## config.mk

```make
export PLATFORM = sky130hd
export DESIGN_NAME = addsub_result_decoder
export DESIGN_NICKNAME = d
export VERILOG_FILES = /design/src/rtl/addsub_result_decoder.sv
export SDC_FILE = /design/constraint.sdc
export NUM_CORES = 1
export LEC_CHECK = 0
export CAP_MARGIN = 15
export CORE_MARGIN = 2
export CORE_UTILIZATION = 60
export CTS_BUF_LIST = sky130_fd_sc_hd__clkbuf_8
export CTS_CLUSTER_SIZE = 24
export DETAILED_ROUTE_END_ITERATION = 10
export DONT_BUFFER_PORTS = 1
export PLACE_DENSITY = 0.76
export SLEW_MARGIN = 20
export SYNTH_ARGS = -nofsm -noshare
export SYNTH_HDL_FRONTEND = slang
export SYNTH_SLANG_ARGS = --single-unit
```

## constraint.sdc

```tcl
create_clock -name clk -period 2.4 [get_ports clk]
set_input_delay 0.12 -clock clk [delete_from_list [all_inputs] [get_ports clk]]
set_output_delay 0.12 -clock clk [all_outputs]
set_load 0.01 [all_outputs]
```

## src/rtl/addsub_result_decoder.sv

```systemverilog
// addsub_result_decoder: turns an adder/subtracter result word {cout, s} plus
// the mode bit into sign, binary magnitude and packed BCD digits. The BCD
// conversion is iterative (shift-add-3), one magnitude bit per clock.
//
// Optional feature macro: ADDSUB_DEC_SEG_EN adds out_seg, active-low 7-segment
// codes (gfedcba per digit, most significant digit in the top bits).
//
// Ports:
//   clk, rst              clock, asynchronous active-high reset
//   in_valid / in_ready   input handshake; in_ready is high only while idle
//   in_sub, in_cout, in_s result word and the mode it was produced with
//   out_valid / out_ready output handshake; out_valid is high only when done
//   out_neg, out_mag      sign and unsigned magnitude (WIDTH+1 bits)
//   out_bcd               packed BCD of out_mag, most significant digit on top
//   out_seg               (ADDSUB_DEC_SEG_EN only) 7-segment codes of out_bcd
module addsub_result_decoder #(
  parameter int unsigned WIDTH  = 8,
  parameter int unsigned DIGITS = 3
) (
  input  logic                  clk,
  input  logic                  rst,
  input  logic                  in_valid,
  output logic                  in_ready,
  input  logic                  in_sub,
  input  logic                  in_cout,
  input  logic [WIDTH-1:0]      in_s,
  output logic                  out_valid,
  input  logic                  out_ready,
  output logic                  out_neg,
  output logic [WIDTH:0]        out_mag,
  output logic [4*DIGITS-1:0]   out_bcd
`ifdef ADDSUB_DEC_SEG_EN
  ,
  output logic [7*DIGITS-1:0]   out_seg
`endif
);

  localparam int unsigned MAG_W = WIDTH + 1;
  localparam int unsigned BCD_W = 4 * DIGITS;
  localparam int unsigned SR_W  = BCD_W + MAG_W;
  localparam int unsigned CNT_W = $clog2(WIDTH + 2);
  localparam logic [CNT_W-1:0] CNT_LOAD = CNT_W'(WIDTH + 1);

  typedef enum logic [1:0] {IDLE, CONV, DONE} state_t;

  state_t             state_q, state_nxt;
  logic [CNT_W-1:0]   cnt_q;
  logic [BCD_W-1:0]   bcd_q;
  logic [MAG_W-1:0]   mag_sh_q;
  logic               neg_q;
  logic [MAG_W-1:0]   mag_q;

  logic [WIDTH-1:0]   s_twos;
  logic               dec_neg;
  logic [MAG_W-1:0]   dec_mag;
  logic [BCD_W-1:0]   bcd_adj;
  logic [SR_W-1:0]    sr_shift;
  logic [BCD_W-1:0]   bcd_fin;
  logic               conv_last;

  // State register
  always_ff @(posedge clk or posedge rst) begin
    if (rst) state_q <= IDLE;
    else     state_q <= state_nxt;
  end

  // Next-state logic
  always_comb begin
    state_nxt = state_q;
    unique case (state_q)
      IDLE:    if (in_valid)  state_nxt = CONV;
      CONV:    if (conv_last) state_nxt = DONE;
      DONE:    if (out_ready) state_nxt = IDLE;
      default: state_nxt = IDLE;
    endcase
  end

  assign conv_last = (cnt_q == CNT_W'(1));

  // Decode sign/magnitude; a zero difference is never reported as negative
  always_comb begin
    s_twos  = ~in_s + WIDTH'(1);
    dec_neg = 1'b0;
    dec_mag = {1'b0, in_s};
    if (!in_sub) begin
      dec_mag = {in_cout, in_s};
    end else if (in_cout) begin
      dec_neg = (in_s != '0);
      dec_mag = {1'b0, s_twos};
    end
  end

  // One double-dabble step: add 3 to digits >= 5, then shift in next mag bit
  always_comb begin
    bcd_adj = bcd_q;
    for (int unsigned i = 0; i < DIGITS; i++) begin
      if (bcd_q[4*i +: 4] >= 4'd5) bcd_adj[4*i +: 4] = bcd_q[4*i +: 4] + 4'd3;
    end
    sr_shift = {bcd_adj, mag_sh_q} << 1;
    bcd_fin  = sr_shift[SR_W-1:MAG_W];
  end

`ifdef ADDSUB_DEC_SEG_EN
  logic [7*DIGITS-1:0] seg_nxt;

  function automatic logic [6:0] seg_of(input logic [3:0] d);
    logic [6:0] s;
    case (d)
      4'd0:    s = 7'h40;
      4'd1:    s = 7'h79;
      4'd2:    s = 7'h24;
      4'd3:    s = 7'h30;
      4'd4:    s = 7'h19;
      4'd5:    s = 7'h12;
      4'd6:    s = 7'h02;
      4'd7:    s = 7'h78;
      4'd8:    s = 7'h00;
      4'd9:    s = 7'h10;
      default: s = 7'h7F;
    endcase
    return s;
  endfunction

  // Segment codes of the final BCD value
  always_comb begin
    seg_nxt = '1;
    for (int unsigned i = 0; i < DIGITS; i++) begin
      seg_nxt[7*i +: 7] = seg_of(bcd_fin[4*i +: 4]);
    end
  end
`endif

  // Handshake flags, conversion datapath and result registers
  always_ff @(posedge clk or posedge rst) begin
    if (rst) begin
      in_ready  <= 1'b1;
      out_valid <= 1'b0;
      cnt_q     <= '0;
      bcd_q     <= '0;
      mag_sh_q  <= '0;
      neg_q     <= 1'b0;
      mag_q     <= '0;
      out_neg   <= 1'b0;
      out_mag   <= '0;
      out_bcd   <= '0;
`ifdef ADDSUB_DEC_SEG_EN
      out_seg   <= '1;
`endif
    end else begin
      in_ready  <= (state_nxt == IDLE);
      out_valid <= (state_nxt == DONE);
      unique case (state_q)
        IDLE: begin
          if (in_valid) begin
            cnt_q    <= CNT_LOAD;
            neg_q    <= dec_neg;
            mag_q    <= dec_mag;
            mag_sh_q <= dec_mag;
            bcd_q    <= '0;
          end
        end
        CONV: begin
          cnt_q    <= cnt_q - CNT_W'(1);
          bcd_q    <= bcd_fin;
          mag_sh_q <= sr_shift[MAG_W-1:0];
          if (conv_last) begin
            out_neg <= neg_q;
            out_mag <= mag_q;
            out_bcd <= bcd_fin;
`ifdef ADDSUB_DEC_SEG_EN
            out_seg <= seg_nxt;
`endif
          end
        end
        default: ;
      endcase
    end
  end

endmodule

```

==> impl_results.md, run 1 <==
- Status: finished, final reports clean
- Drt via density: 5.791
- CTS buffer count: 9
- Total power: 4.193 mW
- Std-Cell Rows: 24
- Ports: 38
- Post-route cell area: 3062 µm²
- Part of the Yosys area used for sequential elements: 0.5451
- Overall routing resource usage: 0.2262
- Unrepaired setup endpoints after global routing: no
- Kind of critical path: reg2reg
- Peak VDD IR: ~760 µV
- Avg Cell Area, Syn: 10.91 µm²
- Nets: around 290
- Final Cycle Share: 0.7623
- Antenna Cells: 0
- Die Width: 72.35 µm
- Hold path cells: 2
- Mapped cell area: approximately 2800 µm²
- Clock sink total: between 60 and 70
- Post-DP Area: roughly 2800 µm²
- R2r setup slk: 0.57 ns
- Max Cap Violations: 0
- Power per cell area: about 1400 nW/µm²
- WHS Endpoint: neg_q$_DFFE_PP0P_
- Core footprint: 4414 µm²
- Synth warn: 0
- Port bufs: 0
- First-pass detailed-route iteration total: 4
- Slew headroom: 0.5994
- Tightest Pin Transition: 0.6000 ns
- Slew Limit Fails: 0
- CTS-repair resized insts: 0
- Min-delay worst type: in2reg
- Final GP Congestion: around 0.75
- Detailed-route via count: roughly 1900
- Filler Cells Inserted: about 320
- Root buffer cell: clkbuf_8
- Initial Util: 0.6349
- Placed cell count: approximately 300
- WP data required: 2.61 ns
- Post-layout min period: 1.830 ns
- Hold_sp: in_s[7]
- Top FF cell, synth: dfrtp_1
- Htree depth: 3
- First DRT Iteration DRCs: around 110
- Critical Path End Type: flop
- Longest Clk Path Bufs: 2
- Global-route wire length before repair: 8907 µm
- Skew final: approximately 0.006 ns
- Die Height: roughly 72 µm
- Final setup vio count: 0
- CP max FO: 34
- Post-synth EDFFs: 0
- Syn nets: 280
- Final Hold Violating Endpoints: 0
- Post-DRT Antenna Nets: 0
- Cells after Synth: around 260
- Arrival @ worst endpoint: 2.04 ns
- Layout cells sized above 1: 0.1413
- Worst R2R Path Depth: 3
- Hold slack final: 0.02293 ns
- CTS tree: done
- Area leader, netlist: dfrtp_1
- Initial antenna violation count: 0
- HPWL Detailed: ~3600 µm
- Worst r2r src: state_q[1]$_DFF_PP0_
- Worst-skew pair later-pin latency: ~0.33 ns
- Reg-to-reg endpoint: out_mag[7]$_DFFE_PP0P_
- Number of global-route vias before repair: 1840
- Largest net degree at the start of global routing: 35
- Critical Path Start Type: flop
- Setup_tns: 0 ns
- Detailed Route WL: 5202 µm
- Yosys reg bits: 61
- Grt total ovfl: 0
- Cells taking the most area after synthesis: dfrtp_1 54%, o21ai_0 5.7%, nand2_1 4.7%
- Post-synth top area share: 0.5357
- Synth-to-Final Area Change: 9.241%
- LEAKAGE: 1.451 nW
- Post-Layout Cell Count: 321
- FFs w/ async S/R, synth: 1.000
- WL per Instance: around 16 µm
- Die area: ~5200 µm²
- Clk slew on worst S/H paths: 0.06 ns
- Fmax: 546.6 MHz
- Yosys cell types: 43
- Critical path origin: state_q[1]$_DFF_PP0_
- Drt drc: 0
## cell families after synthesis
logic type / Yosys count / share of synthesized area
AND/OR/NAND/NOR: 68 / 0.1156
XOR/XNOR: 10 / 0.03125
adder cells (fa/ha/maj): 9 / 0.04018
multiplexers: 17 / 0.07857
flip-flops: 61 / 0.5451
buffers and inverters: 23 / 0.03750
AO/OA/AOI/OAI: 69 / 0.1518
## routing by layer
layer  wire length (µm)  GRT usage  vias to the layer above
met5                  0          0                        -
met3                219    0.05972                        9
li1                   -          -                      905
met4                 95     0.1174                        0
met2               2480     0.3252                       42
met1               2406     0.3168                      903
## cells in the mapped netlist (2+ instances only)
cell       n
a21boi_0   2
a21o_1     2
a21oi_1   11
a22o_1     2
a22oi_1    2
buf_2      3
buf_6      2
clkbuf_1   5
dfrtp_1   60
ha_1       9
inv_1     13
mux2_2     8
mux2_4     8
nand2_1   35
nand2b_1   5
nand3_1    3
nor2_1     9
nor3_1     4
nor3b_1    3
nor4_1     2
o21a_1     2
o21ai_0   32
o22a_1     2
o22ai_1    5
o31ai_1    2
xnor2_1    8
xor2_1     2
## worst max-delay path: stages, from the launching register on
cell and delay, ns:
dfrtp_1 0.49, and2b_1 0.49, nand2_4 0.34, mux2_4 0.39
## area by class of cell
type	instances	area (µm²)	area share
clock buffer	11	151.4	0.04945
clock inverter	4	41.29	0.01349
inverter	13	48.80	0.01594
multi-input combinational	173	1170	0.3821
sequential	61	1528	0.4990
tap	52	65.06	0.02125
timing repair buffer	7	57.56	0.01880
## worst max-delay path by stage
stage                                  end  cells past startpoint
finish              out_mag[7]$_DFFE_PP0P_                      3
global route        out_mag[7]$_DFFE_PP0P_                      3
CTS                 out_mag[7]$_DFFE_PP0P_                      3
detailed placement  out_mag[7]$_DFFE_PP0P_                      3
floorplan             bcd_q[0]$_DFFE_PP0P_                      1
global placement       out_neg$_DFFE_PP0P_                      3
## registers in the layout, indices dropped and copies added (netlist names)
| signal | cells |
|---|---|
| bcd_q | 12 |
| out_bcd | 12 |
| mag_q | 9 |
| mag_sh_q | 9 |
| out_mag | 9 |
| cnt_q | 4 |
| state_q | 2 |
| in_ready | 1 |
| neg_q | 1 |
| out_neg | 1 |
| out_valid | 1 |
## stage by stage
step | util | worst slack [ns]
2_1_floorplan | - | 0.7686
3_3_place_gp | 0.6454 | 0.6534
3_5_place_dp | 0.6454 | 0.6052
4_1_cts | 0.6936 | 0.5962
5_1_grt | 0.6936 | 0.4664
6_report | 0.6936 | 0.5704
## cells in the final DEF, fill, tap and decap left out, drive strengths merged, types with 2 or more instances in the layout
cell,count
a21boi,2
a21o,2
mux2,16
o22ai,5
dfrtp,60
nand2,36
a21oi,11
xnor2,8
dlygate4sd3,2
o21ai,32
a22oi,2
nor3b,4
nand2b,5
buf,5
a22o,2
o21a,2
nand3,3
and2,2
o31ai,2
xor2,2
nor4,2
ha,9
clkbuf,11
nor3,4
nor2,9
inv,16
o22a,2
## what timing repair did
action	CTS	global route
buffers inserted	0	0
hold buffers	2	0
endpoints found under the hold margin	28	0
## report_power, final
group / switching, mW / total [mW] / leakage, nW / internal [mW]
registers: 0.399 / 1.89 / 0.764 / 1.49
logic: 0.738 / 1.41 / 0.578 / 0.677
clock network: 0.370 / 0.889 / 0.109 / 0.520
Note: power is estimated with default switching activity, not from simulation.
==> inputs of run 2 (changes only) <==
- CORE_UTILIZATION: 60 -> 59
- PLACE_DENSITY: 0.76 -> 0.78
- clock period: 2.4 -> 1.5 ns (I/O delays scaled with it)
==> impl_results.md, run 2 (synthesized netlist as in run 1, its figures left out) <==
- Status: finished, violations left
- Violated checks: setup timing
- Post-DP Area: roughly 3000 µm²
- Drt via density: 5.840
- Min-delay worst type: in2reg
- Arrival @ worst endpoint: 1.76 ns
- Critical Path End Type: flop
- Kind of critical path: reg2reg
- Post-DRT Antenna Nets: 0
- CP max stage cell: dfrtp_1
- WP data required: approximately 1.7 ns
- Max Cap Violations: 0
- Drt drc: 0
- Worst-skew pair later-pin latency: between 0.3 and 0.4 ns
- Nets: 320
- Synth-to-Final Area Change: 27.68%
- Global-route wire length before repair: 9384 µm
- Initial Util: 0.6013
- Die Height: 72.92 µm
- Placed cell count: around 330
- Slowest stage delay, CP: 0.38 ns
- Crit path buffers/inverters: 2
- Sequential cell area: 1528 µm²
- Final setup vio count: 12
- Tightest Pin Transition: 0.5070 ns
- Detailed-route via count: 2079
- R2r setup slk: -0.03 ns
- Grt total ovfl: 0
- Final Cycle Share: 1.018
- Cell family with most CP delay: flip-flops
- Clk slew on worst S/H paths: ~0.070 ns
- Setup_tns: -0.1646 ns
- First-pass detailed-route iteration total: 4
- Initial antenna violation count: 0
- Commonest non-fill, non-tap cell in the layout: dfrtp_1
- Slew headroom: 0.6613
- Largest net degree at the start of global routing: 41
- Die area: 5317 µm²
- PnR worst setup slack: -0.02733 ns
- CTS buffer count: 9
- Total power: just over 8 mW
- Core footprint: 4661 µm²
- HPWL Detailed: 3891 µm
- Peak VDD IR: 1165 µV
- First DRT Iteration DRCs: between 150 and 200
- Ports: 38
- Fmax: between 600 and 700 MHz
- Final GP Congestion: 0.7952
- Port bufs: 0
- Post-layout min period: 1.527 ns
- Overall routing resource usage: 0.2339
- Slew Limit Fails: 0
- Layout cells sized above 1: 0.3013
- Post-route cell area: 3578 µm²
- Post-Layout Cell Count: roughly 360
- WL per Instance: 17.58 µm
- Unrepaired setup endpoints after global routing: yes
- Skew final: 0.009936 ns
- Root buffer cell: clkbuf_8
- Longest Clk Path Bufs: 2
- CP Cell Sequence: inv_2 > ha_4 > nor3b_4 > nand2_4 > clkbuf_16 > mux2_4
- Power per cell area: between 2000 and 2500 nW/µm²
- Antenna Cells: 0
- Commonest cells after routing, fill and taps aside: 60 x dfrtp_1, 34 x nand2_1, 25 x o21ai_0, 25 x buf_4
- CTS tree: done
- Detailed Route WL: around 6300 µm
- LEAKAGE: about 1.7 nW
- Footprint of the multi-input gates: ~1300 µm²
- Biggest regs: bcd_q x12, out_bcd x12
- Critical Path Start Type: flop
- Std-Cell Rows: 25
- Die Width: 72.92 µm
- Final Hold Violating Endpoints: 0
- Filler Cells Inserted: 282
- CP max FO: 5
- Clock sink total: 61
- Htree depth: 3
- Number of global-route vias before repair: approximately 2100
run 2: cell count changes in the layout (fill, tap and decap cells not counted), sizes merged:
cell	before	now
buf	5	29
clkinv	0	2
clkbuf	11	13
dlygate4sd3	2	8
bufinv	1	2
clkinvlp	0	1
inv	16	13
run 2: layout make-up:
type | count | area share
multi-input combinational | 173 | 0.3703
inverter | 13 | 0.01469
clock inverter | 5 | 0.02063
timing repair buffer | 39 | 0.1063
clock buffer | 11 | 0.04231
sequential | 61 | 0.4269
tap | 54 | 0.01888
run 2: metrics by stage:
step                      hold WS (ns)    util  setup slack, ns
after floorplan                 0.1869       -         0.001399
after global placement       -0.002426  0.6494          0.01360
after detailed placement      0.003442  0.6494         -0.07201
after CTS                     0.002697  0.7211        0.0001089
after global routing           0.02055  0.7678         -0.06740
final                         0.006487  0.7678         -0.02733
run 2: timing repair:
| action | CTS | global route |
|---|---|---|
| gates cloned | 0 | 2 |
| resized for setup | 7 | 35 |
| hold buffers | 8 | 0 |
| endpoints found under the hold margin | 33 | 0 |
| buffers inserted | 1 | 4 |
| endpoints found under the setup margin | 16 | 25 |
| pin swaps | 2 | 8 |
run 2: power by group:
| part | switching, mW | leakage, nW | internal [mW] | total, mW |
|---|---|---|---|---|
| Clock | 0.628 | 0.121 | 1.01 | 1.64 |
| Combinational | 1.60 | 0.798 | 1.81 | 3.41 |
| Sequential | 0.718 | 0.764 | 2.38 | 3.10 |
run 2: final timing paths:
path	cells after the start	to	from
worst max-delay path	6	out_bcd[0]$_DFFE_PP0P_	cnt_q[1]$_DFFE_PP0P_
worst min-delay path	2	mag_sh_q[1]$_DFFE_PP0P_	in_valid
worst max register to register	6	out_bcd[0]$_DFFE_PP0P_	cnt_q[1]$_DFFE_PP0P_
worst min register to register	1	mag_q[3]$_DFFE_PP0P_	mag_q[3]$_DFFE_PP0P_
max in group asynchronous	3	mag_sh_q[7]$_DFFE_PP0P_	rst
min in group asynchronous	2	out_bcd[6]$_DFFE_PP0P_	rst
run 2: metal layers:
metal | vias up | routed length [µm] | GRT usage
met1 | 1034 | 2767 | 0.2929
met2 | 53 | 3063 | 0.3818
met5 | - | 0 | 0
met4 | 0 | 120 | 0.1049
met3 | 16 | 308 | 0.06077
li1 | 976 | - | -
==> inputs of run 3 (changes only) <==
- CORE_ASPECT_RATIO: not set -> 0.5
==> impl_results.md, run 3 (synthesized netlist as in run 1, its figures left out) <==
- Post-Layout Cell Count: ~370
- Detailed-route via count: 2116
- Core footprint: about 4500 µm²
- Drt via density: 5.688
- Grt total ovfl: 0
- Min-delay worst type: in2reg
- Sequential cell area: 1528 µm²
- Layout cells sized above 1: 0.3105
- Final Hold Violating Endpoints: 0
- CP max FO: 7
- Global-route wire length before repair: 10080 µm
- Biggest regs: bcd_q x12, out_bcd x12
- Number of global-route vias before repair: roughly 2100
- Slew headroom: 0.6862
- Status: finished, violations left
- Std-Cell Rows: 17
- Die Width: 101.5 µm
- Tightest Pin Transition: 0.4698 ns
- Sequential share of power: 0.378
- Antenna Cells: 0
- LEAKAGE: between 1.5 and 2 nW
- Initial antenna violation count: 0
- Max Cap Violations: 0
- Die area: 5351 µm²
- Sw power: 3.064 mW
- Die Height: 52.74 µm
- Post-layout min period: 1.541 ns
- Clk pwr share: 0.173
- First DRT Iteration DRCs: 110
- CP Cell Sequence: inv_2 > ha_4 > nor3b_4 > nand2_4 > buf_12 > mux2_4
- Footprint of the multi-input gates: 1376 µm²
- Clk slew on worst S/H paths: 0.06 ns
- Ports: 38
- Filler Cells Inserted: 233
- Violated checks: setup timing
- Post-route cell area: 3646 µm²
- Post-DP Area: 3019 µm²
- Synth-to-Final Area Change: 30.09%
- Skew final: 0.006180 ns
- Worst-skew pair later-pin latency: 0.34 ns
- Logic gate share of total power: 0.449
- CP max stage cell: dfrtp_1
- Final GP Congestion: 0.8186
- Initial Util: 0.6245
- Placed cell count: 334
- Port bufs: 0
- Critical Path Start Type: flop
- WP data required: ~1.7 ns
- Final setup vio count: 14
- CTS tree: done
- Kind of critical path: reg2reg
- CTS buffer count: 9
- Unrepaired setup endpoints after global routing: yes
- Final Cycle Share: 1.027
- Total power: 8.243 mW
- Peak VDD IR: 1106 µV
- Critical Path End Type: flop
- PnR worst setup slack: -0.04081 ns
- Fraction of power spent switching nets: 0.3717
- Clock sink total: 61
- First-pass detailed-route iteration total: 4
- Int Pwr: 5.179 mW
- HPWL Detailed: 4020 µm
- Post-DRT Antenna Nets: 0
- WL per Instance: between 15 and 20 µm
- Fmax: 649.0 MHz
- Power per cell area: about 2300 nW/µm²
- Drt drc: 0
- Arrival @ worst endpoint: roughly 1.8 ns
- Nets: 325
- Detailed Route WL: ~6400 µm
- Overall routing resource usage: 0.2557
- Commonest non-fill, non-tap cell in the layout: dfrtp_1
- Largest net degree at the start of global routing: 42
- Htree depth: 3
- Slew Limit Fails: 0
- Commonest cells after routing, fill and taps aside: 60 x dfrtp_1, 34 x nand2_1, 28 x buf_4
- Root buffer cell: clkbuf_8
- Longest Clk Path Bufs: 2
- Slowest stage delay, CP: 0.38 ns
run 3: through the flow:
step / util / hold slack, ns / worst slack, ns / TNS (ns)
5_1_grt: 0.8124 / 0.01533 / -0.07968 / -1.289
4_1_cts: 0.7706 / 0.004163 / -0.003933 / -0.003933
2_1_floorplan: - / 0.1869 / 0.001399 / 0
6_report: 0.8124 / 0.01877 / -0.04081 / -0.3238
3_5_place_dp: 0.6727 / -0.01474 / -0.1088 / -1.357
3_3_place_gp: 0.6727 / -0.01433 / -0.01966 / -0.03407
run 3: power by group through the flow:
stage	combinational (mW)	clock [mW]	sequential, mW
4_1_cts	3.00	1.44	3.06
3_5_place_dp	2.67	0	3.06
5_1_grt	4.04	1.53	3.21
6_report	3.70	1.43	3.11
2_1_floorplan	1.92	0	2.89
3_3_place_gp	2.51	0	3.02
run 3: critical path, delay by kind of cell, from the launching register on:
kind	cells	cell delay, ns
fa+ha+maj	1	0.12
simple gates	2	0.38
flops	1	0.38
mux	1	0.29
buf+inv	2	0.24
run 3: repair_timing:
action	4_1_cts	5_1_grt
pin swaps	4	6
cloned	2	0
endpoints found under the setup margin	26	29
endpoints found under the hold margin	77	0
hold buffers	10	0
buffers inserted	7	4
resized for setup	13	39
run 3: final timing paths:
check,from,to,slack [ns],cells past startpoint
setup / recovery,cnt_q[1]$_DFFE_PP0P_,out_mag[4]$_DFFE_PP0P_,-0.04,6
hold / removal,in_s[5],mag_sh_q[5]$_DFFE_PP0P_,0.02,2
setup reg to reg,cnt_q[1]$_DFFE_PP0P_,out_mag[4]$_DFFE_PP0P_,-0.04,6
hold reg to reg,mag_q[1]$_DFFE_PP0P_,mag_q[1]$_DFFE_PP0P_,0.48,2
max in group asynchronous,rst,out_neg$_DFFE_PP0P_,0.73,3
min in group asynchronous,rst,out_bcd[7]$_DFFE_PP0P_,0.24,2
run 3: area by class of cell:
cell class                      instances  area share
Clock inverter                          4     0.01132
Inverter                               13     0.01441
Sequential cell                        61      0.4190
Clock buffer                           11     0.04152
Timing Repair Buffer                   43      0.1136
Multi-Input combinational cell        174      0.3775
Tap cell                               66     0.02265
run 3: per-layer routing:
metal / track usage / vias to the layer above / routed length, µm
met1: 0.3348 / 1047 / 2951
met3: 0.1013 / 9 / 391
li1: - / 987 / -
met4: 0.06306 / 0 / 93
met2: 0.4029 / 73 / 3011
met5: 0 / - / 0
